## config.mk

```make
export PLATFORM = sky130hd
export DESIGN_NAME = regfile_wb_arbiter
export DESIGN_NICKNAME = d
export VERILOG_FILES = /design/src/rtl/regfile_wb_arbiter.sv
export SDC_FILE = /design/constraint.sdc
export NUM_CORES = 1
export LEC_CHECK = 0
export BUFFER_PORTS_ARGS = -buffer_cell sky130_fd_sc_hd__buf_2
export CORE_ASPECT_RATIO = 1.2
export CORE_MARGIN = 1.5
export CORE_UTILIZATION = 47
export DETAILED_ROUTE_END_ITERATION = 8
export PLACE_DENSITY_LB_ADDON = 0.05
export SYNTH_ARGS = -nofsm -noshare
export SYNTH_HDL_FRONTEND = slang
export SYNTH_SLANG_ARGS = --single-unit
```

## constraint.sdc

```tcl
create_clock -name clk -period 1.85 [get_ports clk]
set_clock_uncertainty 0.2 [all_clocks]
set_input_delay 0.185 -clock clk [delete_from_list [all_inputs] [get_ports clk]]
set_output_delay 0.185 -clock clk [all_outputs]
set_load 0.01 [all_outputs]
```

## src/rtl/regfile_wb_arbiter.sv

```systemverilog
// Writeback arbiter: shares the register-file write port between ALU (A) and load unit (M),
// keeps a busy scoreboard of pending destinations and raises the decode operand-hazard stall.
module regfile_wb_arbiter #(
    parameter int STARVE_LIMIT = 3,
    parameter int DATA_W       = 32
) (
    input  logic              clk,
    input  logic              reset,
    input  logic              alu_valid,
    input  logic [3:0]        alu_dest,
    input  logic [DATA_W-1:0] alu_data,
    output logic              alu_ready,
    input  logic              mem_valid,
    input  logic [3:0]        mem_dest,
    input  logic [DATA_W-1:0] mem_data,
    output logic              mem_ready,
    input  logic              alloc_valid,
    input  logic [3:0]        alloc_dest,
    input  logic [3:0]        rd_op1,
    input  logic [3:0]        rd_op2,
    input  logic              rd_use1,
    input  logic              rd_use2,
    output logic              hazard_stall,
    output logic              writeEnable,
    output logic [3:0]        dReg,
    output logic [DATA_W-1:0] wrData,
    output logic [15:0]       busy_vec
);

    localparam logic [3:0] AGE_MAX = 4'd15;
    localparam logic [3:0] STARVE  = 4'(STARVE_LIMIT);

    logic [3:0]        age_q, age_d;
    logic [15:0]       busy_q, busy_d;
    logic              we_q, we_d;
    logic [3:0]        dreg_q, dreg_d;
    logic [DATA_W-1:0] wrdata_q, wrdata_d;

    logic              a_win, m_win, grant, g_prot, alloc_prot;
    logic [3:0]        g_dest;
    logic [DATA_W-1:0] g_data;

    // M wins by default; A takes the port once it has lost STARVE_LIMIT cycles in a row.
    always_comb begin
        a_win = alu_valid & (~mem_valid | (age_q >= STARVE));
        m_win = mem_valid & ~a_win;
    end

    assign alu_ready = a_win & ~reset;
    assign mem_ready = m_win & ~reset;
    assign grant     = alu_ready | mem_ready;
    assign g_dest    = alu_ready ? alu_dest : mem_dest;
    assign g_data    = alu_ready ? alu_data : mem_data;

    // Registers 14 and 15 are read-only: writes are consumed but never reach the file.
    assign g_prot     = (g_dest[3:1] == 3'b111);
    assign alloc_prot = (alloc_dest[3:1] == 3'b111);

    always_comb begin
        age_d = age_q;
        if (!alu_valid || alu_ready)
            age_d = 4'd0;
        else if (age_q != AGE_MAX)
            age_d = age_q + 4'd1;
    end

    // Clear first, then set, so a same-cycle allocation (newer producer) keeps the bit busy.
    always_comb begin
        busy_d = busy_q;
        if (grant)
            busy_d[g_dest] = 1'b0;
        if (alloc_valid && !alloc_prot)
            busy_d[alloc_dest] = 1'b1;
    end

    always_comb begin
        we_d     = grant & ~g_prot;
        dreg_d   = dreg_q;
        wrdata_d = wrdata_q;
        if (grant) begin
            dreg_d   = g_dest;
            wrdata_d = g_data;
        end
    end

    always_ff @(posedge clk) begin
        if (reset) begin
            age_q    <= 4'd0;
            busy_q   <= 16'd0;
            we_q     <= 1'b0;
            dreg_q   <= 4'd0;
            wrdata_q <= '0;
        end else begin
            age_q    <= age_d;
            busy_q   <= busy_d;
            we_q     <= we_d;
            dreg_q   <= dreg_d;
            wrdata_q <= wrdata_d;
        end
    end

    // No bypass: the stall holds through the clearing grant and drops once busy_q updates.
    assign hazard_stall = (rd_use1 & busy_q[rd_op1]) | (rd_use2 & busy_q[rd_op2]);

    assign writeEnable = we_q;
    assign dReg        = dreg_q;
    assign wrData      = wrdata_q;
    assign busy_vec    = busy_q;

endmodule
```

* Word-level counts from Yosys, hierarchy flattened
Index checks and enable logic that the tools add are counted.
Widths: inputs -> output; s select.
** Storage, ports and cells
- Register bits :: 57
- Input port bits :: 91
- Output and inout bits :: 56
- Word-level logic and storage cells :: 52
** Operators by class
- Add/sub/neg operators :: 1
- Order comparisons :: 7
- Equality and inequality tests :: 3
- Mux-type cells :: 12
- Bitwise logic cells :: 17
- Reductions and logical operators :: 7
** Operators with widths (count)
- $mux 16 :: 2
- $mux 32 :: 1
- $lt 4x5->1 const B :: 4
- $and 16x16->16 :: 1
- $not 16->16 :: 1
- $or 16x16->16 :: 1
- $bmux 1 s4 :: 2
- $demux 1 s4 :: 2
- $ge 4x1->1 const B :: 2
- $and 1x1->1 :: 7
- $eq 3x3->1 const B :: 2
- $add 4x1->4 const B :: 1
- $ge 4x2->1 const B :: 1
- $mux 1 :: 4
- $mux 4 :: 1
- $ne 4x4->1 const B :: 1
- $not 1->1 :: 4
- $logic_and 1x1->1 :: 3
- $or 1x1->1 :: 3
- $logic_not 1->1 :: 2
- $reduce_or 2->1 :: 1
- $logic_or 1x1->1 :: 1

* Depth between registers and ports, before layout
- Depth after elaboration :: 14
- Gate-level depth with buffers :: 7
- Gate-level depth less buffers :: 6

* Worst setup path after synthesis
OpenSTA, ideal clock, no wires.
- Path type :: register -> output
- Start :: reg busy_q[5], in the netlist busy_vec[5]
- End :: out hazard_stall
- Data arrival time :: 1.306 ns
- Required time :: 1.465 ns
- Slack :: 0.159 ns
- Stages on the path, launching flop included :: 5
- Path buffers :: 0
- Path through :: dfxtp_1 mux4_1 mux2_2 nand3b_1 nand4_1
** On the way
- Word-level cells in the longest chain between the ends :: 4
- Elaborated cells on any way between the ends :: 7
- Those cells by class :: mux (4); bitwise (3)
** RTL lines
- start: declaration :: line 34 : logic [15:0] busy_q, busy_d;
- start signal: assignment :: line 95 : busy_q <= busy_d;
- $bmux 1 s4 :: line 103 : assign hazard_stall = (rd_use1 & busy_q[rd_op1]) | (rd_use2 & busy_q[rd_op2]);
- $mux 1 (not written as such) :: line 103
- $and 1x1->1 :: line 103
- $or 1x1->1 (*) :: line 103
- end: declaration :: line 23 : output logic hazard_stall,
Mark *: on every way between the ends. The rest lies on a longest branch, timed or not. The select of a mux whose other input is x is not followed.

* Final worst setup path
- Start :: reg busy_q[6], in the netlist busy_vec[6]
- End :: out hazard_stall
The elaborated chain is that of the path after synthesis.

==> results by group <==
Clock tree
  • CTS tree: built
  • Sinks on Clock Net: 57
  • H-tree levels: 3
  • Clock buffer count from CTS: 9
  • Clock slew at reported path FFs: about 60 ps
  • Clock Tree Buf Depth: 2
  • Root buffer cell: clkbuf_8
  • Clk Latency, worst-skew pair: ~330 ps

Yosys
  • Flops & latches, synth: 57
  • Register area share after synthesis: 35.4%
  • Cell count after synthesis: 320
  • Synth Area in Compound Gates: ~18%
  • Synth Warn #: 0
  • Share of Yosys cell area claimed by the top area cell type: 35.4%
  • Post-Syn Area per Cell: just over 10 sq um
  • Post-synth top area cell: dfxtp_1
  • Largest family of logic cells by synthesized area: multiplexers
  • Count of cell types in the netlist: 38
  • Mapped Area: about 3200 sq um
  • Mux cell area share after synthesis: ~23%
  • Xor/xnor cell area share of the yosys netlist: 0%
  • Synth top area cells: dfxtp_1 35%, mux2i_1 16%, a211oi_2 12%
  • Synth Area in Simple Gates: 17.2%
  • Post-Synth Adder-Cell Area: less than 1%

Floorplanning
  • Vert. Die Dim: ~94 um
  • Site Rows: 32
  • Die area: 7370 sq um
  • Die width: 78.6 um
  • IO Pins: ~150
  • CORE AREA: around 6500 sq um
  • Starting Density: about half

Global route
  • Vias in the first global route: a little over 3000
  • Initial antenna violation count: 0
  • Largest net degree at the start of global routing: between 40 and 50
  • First-pass GRT wire length: between 10000 and 15000 um
  • Gr usage total: 25.5%
  • Gr ovfl total: 0

Run status
  • Failing checks: negative setup slack
  • Status: finished with violations

Routing
  • DRT iter0 DRCs: around 110
  • DR vias: roughly 3100
  • DRT Pass-1 Iters: 4
  • Via density: ~5.2
  • Drt wl/cell: roughly 16 um
  • ANT nets after route: 0
  • # DRC: 0
  • Final wirelength: 9360 um

Pwr
  • Sequential Power Share: 42.0%
  • Cell Pwr Density: a little under 700 nW/um^2
  • Sw Pwr: roughly 0.00086 W
  • Net Sw Frac: between 20% and 30%
  • Int Power: 0.00234 W
  • Clock power share: 36.4%
  • Static Leak: between 2 and 2.5 nW
  • Combinational share of power: a little over a fifth
  • Max VDD drop: ~0.41 mV

Timing
  • Max Clk Rate: roughly 470 MHz
  • Unrepaired setup endpoints after global routing: true
  • Post-layout worst setup margin: -258 ps
  • Fin Hold WS: approximately 10 ps
  • Slew Viols, Final: 0
  • Final hold viol count: 0
  • Least-Margin Pin Slew: approximately 590 ps
  • Fin crit period: 2110 ps
  • Worst rel slew slack: 60.8%
  • Final setup vio count: 1
  • Post-route clock period utilization: 114%

Critical path
  • CP startpoint: busy_vec[6]
  • Crit. End Element: primary output
  • WP data arrival: ~1700 ps
  • Critical R2R Launch: age_q[1]
  • Critical Path RT: between 1000 and 1500 ps
  • Crit path max-delay family: multiplexers
  • CP peak stage delay: roughly 470 ps
  • Worst path bufs/invs: 1
  • Slowest CP cell: mux4_2
  • Critical path class: register to primary output
  • Worst path cell trace: mux4_2, mux2_2, nand3b_1, nand4_1, buf_2
  • Critical-path maximum fanout: 3
  • Critical Path Source Type: register

Place
  • Placed Cells incl. Taps: ~540
  • DP Worst Slack: -18.2 ps
  • Routability cong.: about 0.9
  • Dpl hpwl: about 6400 um
  • Area after DPL: around 4000 sq um
  • Port Buffer Count: 146

Cells and area
  • Non-Filler Instances: between 500 and 600
  • Most common cell after layout, fill and taps aside: buf_2
  • Layout cells sized above 1: between 40% and 50%
  • Layout area overhead: 47.4%
  • Final Instance Area: between 4000 and 5000 sq um
  • Ant diodes: 0
  • Final core occ: 72.8%
  • Nets: 600
  • Most frequent cells in the layout: 145 x buf_2, 50 x mux2i_1, 43 x dfxtp_1, 40 x nor2_1, 33 x dlygate4sd3_1

Worst hold path
  • Hold Startpoint: mem_data[31]
  • HP Class: input pin to register

Flow run
  • Max Cap Viol: 0
[per-stage QoR]
step           TNS (ps)  power, W
2_1_floorplan         0   0.00172
3_3_place_gp          0   0.00196
3_5_place_dp      -18.2   0.00198
4_1_cts            -252   0.00320
5_1_grt            -321   0.00334
6_report           -258   0.00320
[sequential cells by signal (all words and copies together), names as in the netlist]
signal / flops
age_q: 4
busy_vec: 16
wrData: 32
writeEnable: 1
dReg: 4
[synthesized netlist by cell type]
library cell,number
mux2_2,4
mux4_1,3
a211oi_1,6
inv_2,1
ha_1,1
a211oi_2,30
nor2_1,40
a41oi_1,1
nand3b_1,3
nor4_1,2
a21oi_1,2
and4_1,2
buf_4,2
nand2_1,23
dfxtp_1,57
nor4b_2,3
buf_8,1
nor4bb_1,1
nand2b_1,3
a211o_1,1
o32ai_1,14
buf_6,4
nor3_2,1
or3_1,1
nand4b_1,1
and4bb_2,1
buf_2,8
inv_1,14
mux4_2,5
conb_1,1
nor2b_1,7
clkbuf_1,9
mux2i_1,50
nand4_1,3
nor3_1,1
nand3_1,10
or3b_2,3
and4b_1,1
[layer usage]
| layer | vias up | global-route usage, % | wire (um) |
|---|---|---|---|
| li1 | 1561 | - | - |
| met1 | 1454 | 28.6 | 3800 |
| met3 | 14 | 4.08 | 493 |
| met2 | 105 | 48.0 | 4930 |
| met4 | 0 | 9.08 | 134 |
| met5 | - | 0 | 0 |
[layout make-up]
class                   instances  area (sq um)
fillers                       498          1770
flip-flops and latches         57          1160
clock inverters                 3          40.0
multi-input cells             225          1930
clock buffers                  12           155
inverters                      15          58.8
well taps                      85           106
repair buffers                200          1310
[path summary, 6_finish.rpt]
kind | end | slack, ps | depth (start not counted)
setup / recovery | hazard_stall | -260 | 5
hold / removal | wrData[31] | 10 | 3
setup reg to reg | wrData[7] | 80 | 7
hold reg to reg | age_q[0] | 230 | 1
[kinds of logic (layout without fill, tap and decap cells)]
kind of cell               count (synthesis)  count (layout)
adders and majority gates                  1               1
AOI/OAI and AO/OA                         54              54
buffers and inverters                     39             230
other                                      1               2
DFF                                       57              57
muxes                                     62              62
and+or+nand+nor                          106             106
[worst reg2reg max path: cells and delay by family (launching register included)]
family	cells	cell delay, ps
flops	1	350
buf+inv	2	330
fa+ha+maj	1	140
compound gates	2	440
simple gates	2	180
[repair_timing]
action	CTS	global route
buffers inserted	7	0
hold endpoints to repair	35	0
resized for setup	21	10
pin swaps	4	7
hold buffers	34	0
setup endpoints to repair	3	26
[power by group through the flow]
| stage | clock network [W] | registers, W | logic (W) |
|---|---|---|---|
| after floorplan | 0 | 0.00140 | 0.000313 |
| after global placement | 0 | 0.00136 | 0.000600 |
| after detailed placement | 0 | 0.00137 | 0.000609 |
| after CTS | 0.00118 | 0.00134 | 0.000679 |
| after global routing | 0.00125 | 0.00135 | 0.000744 |
| final | 0.00116 | 0.00134 | 0.000689 |
No activity file was read; power rests on OpenSTA's default activity.
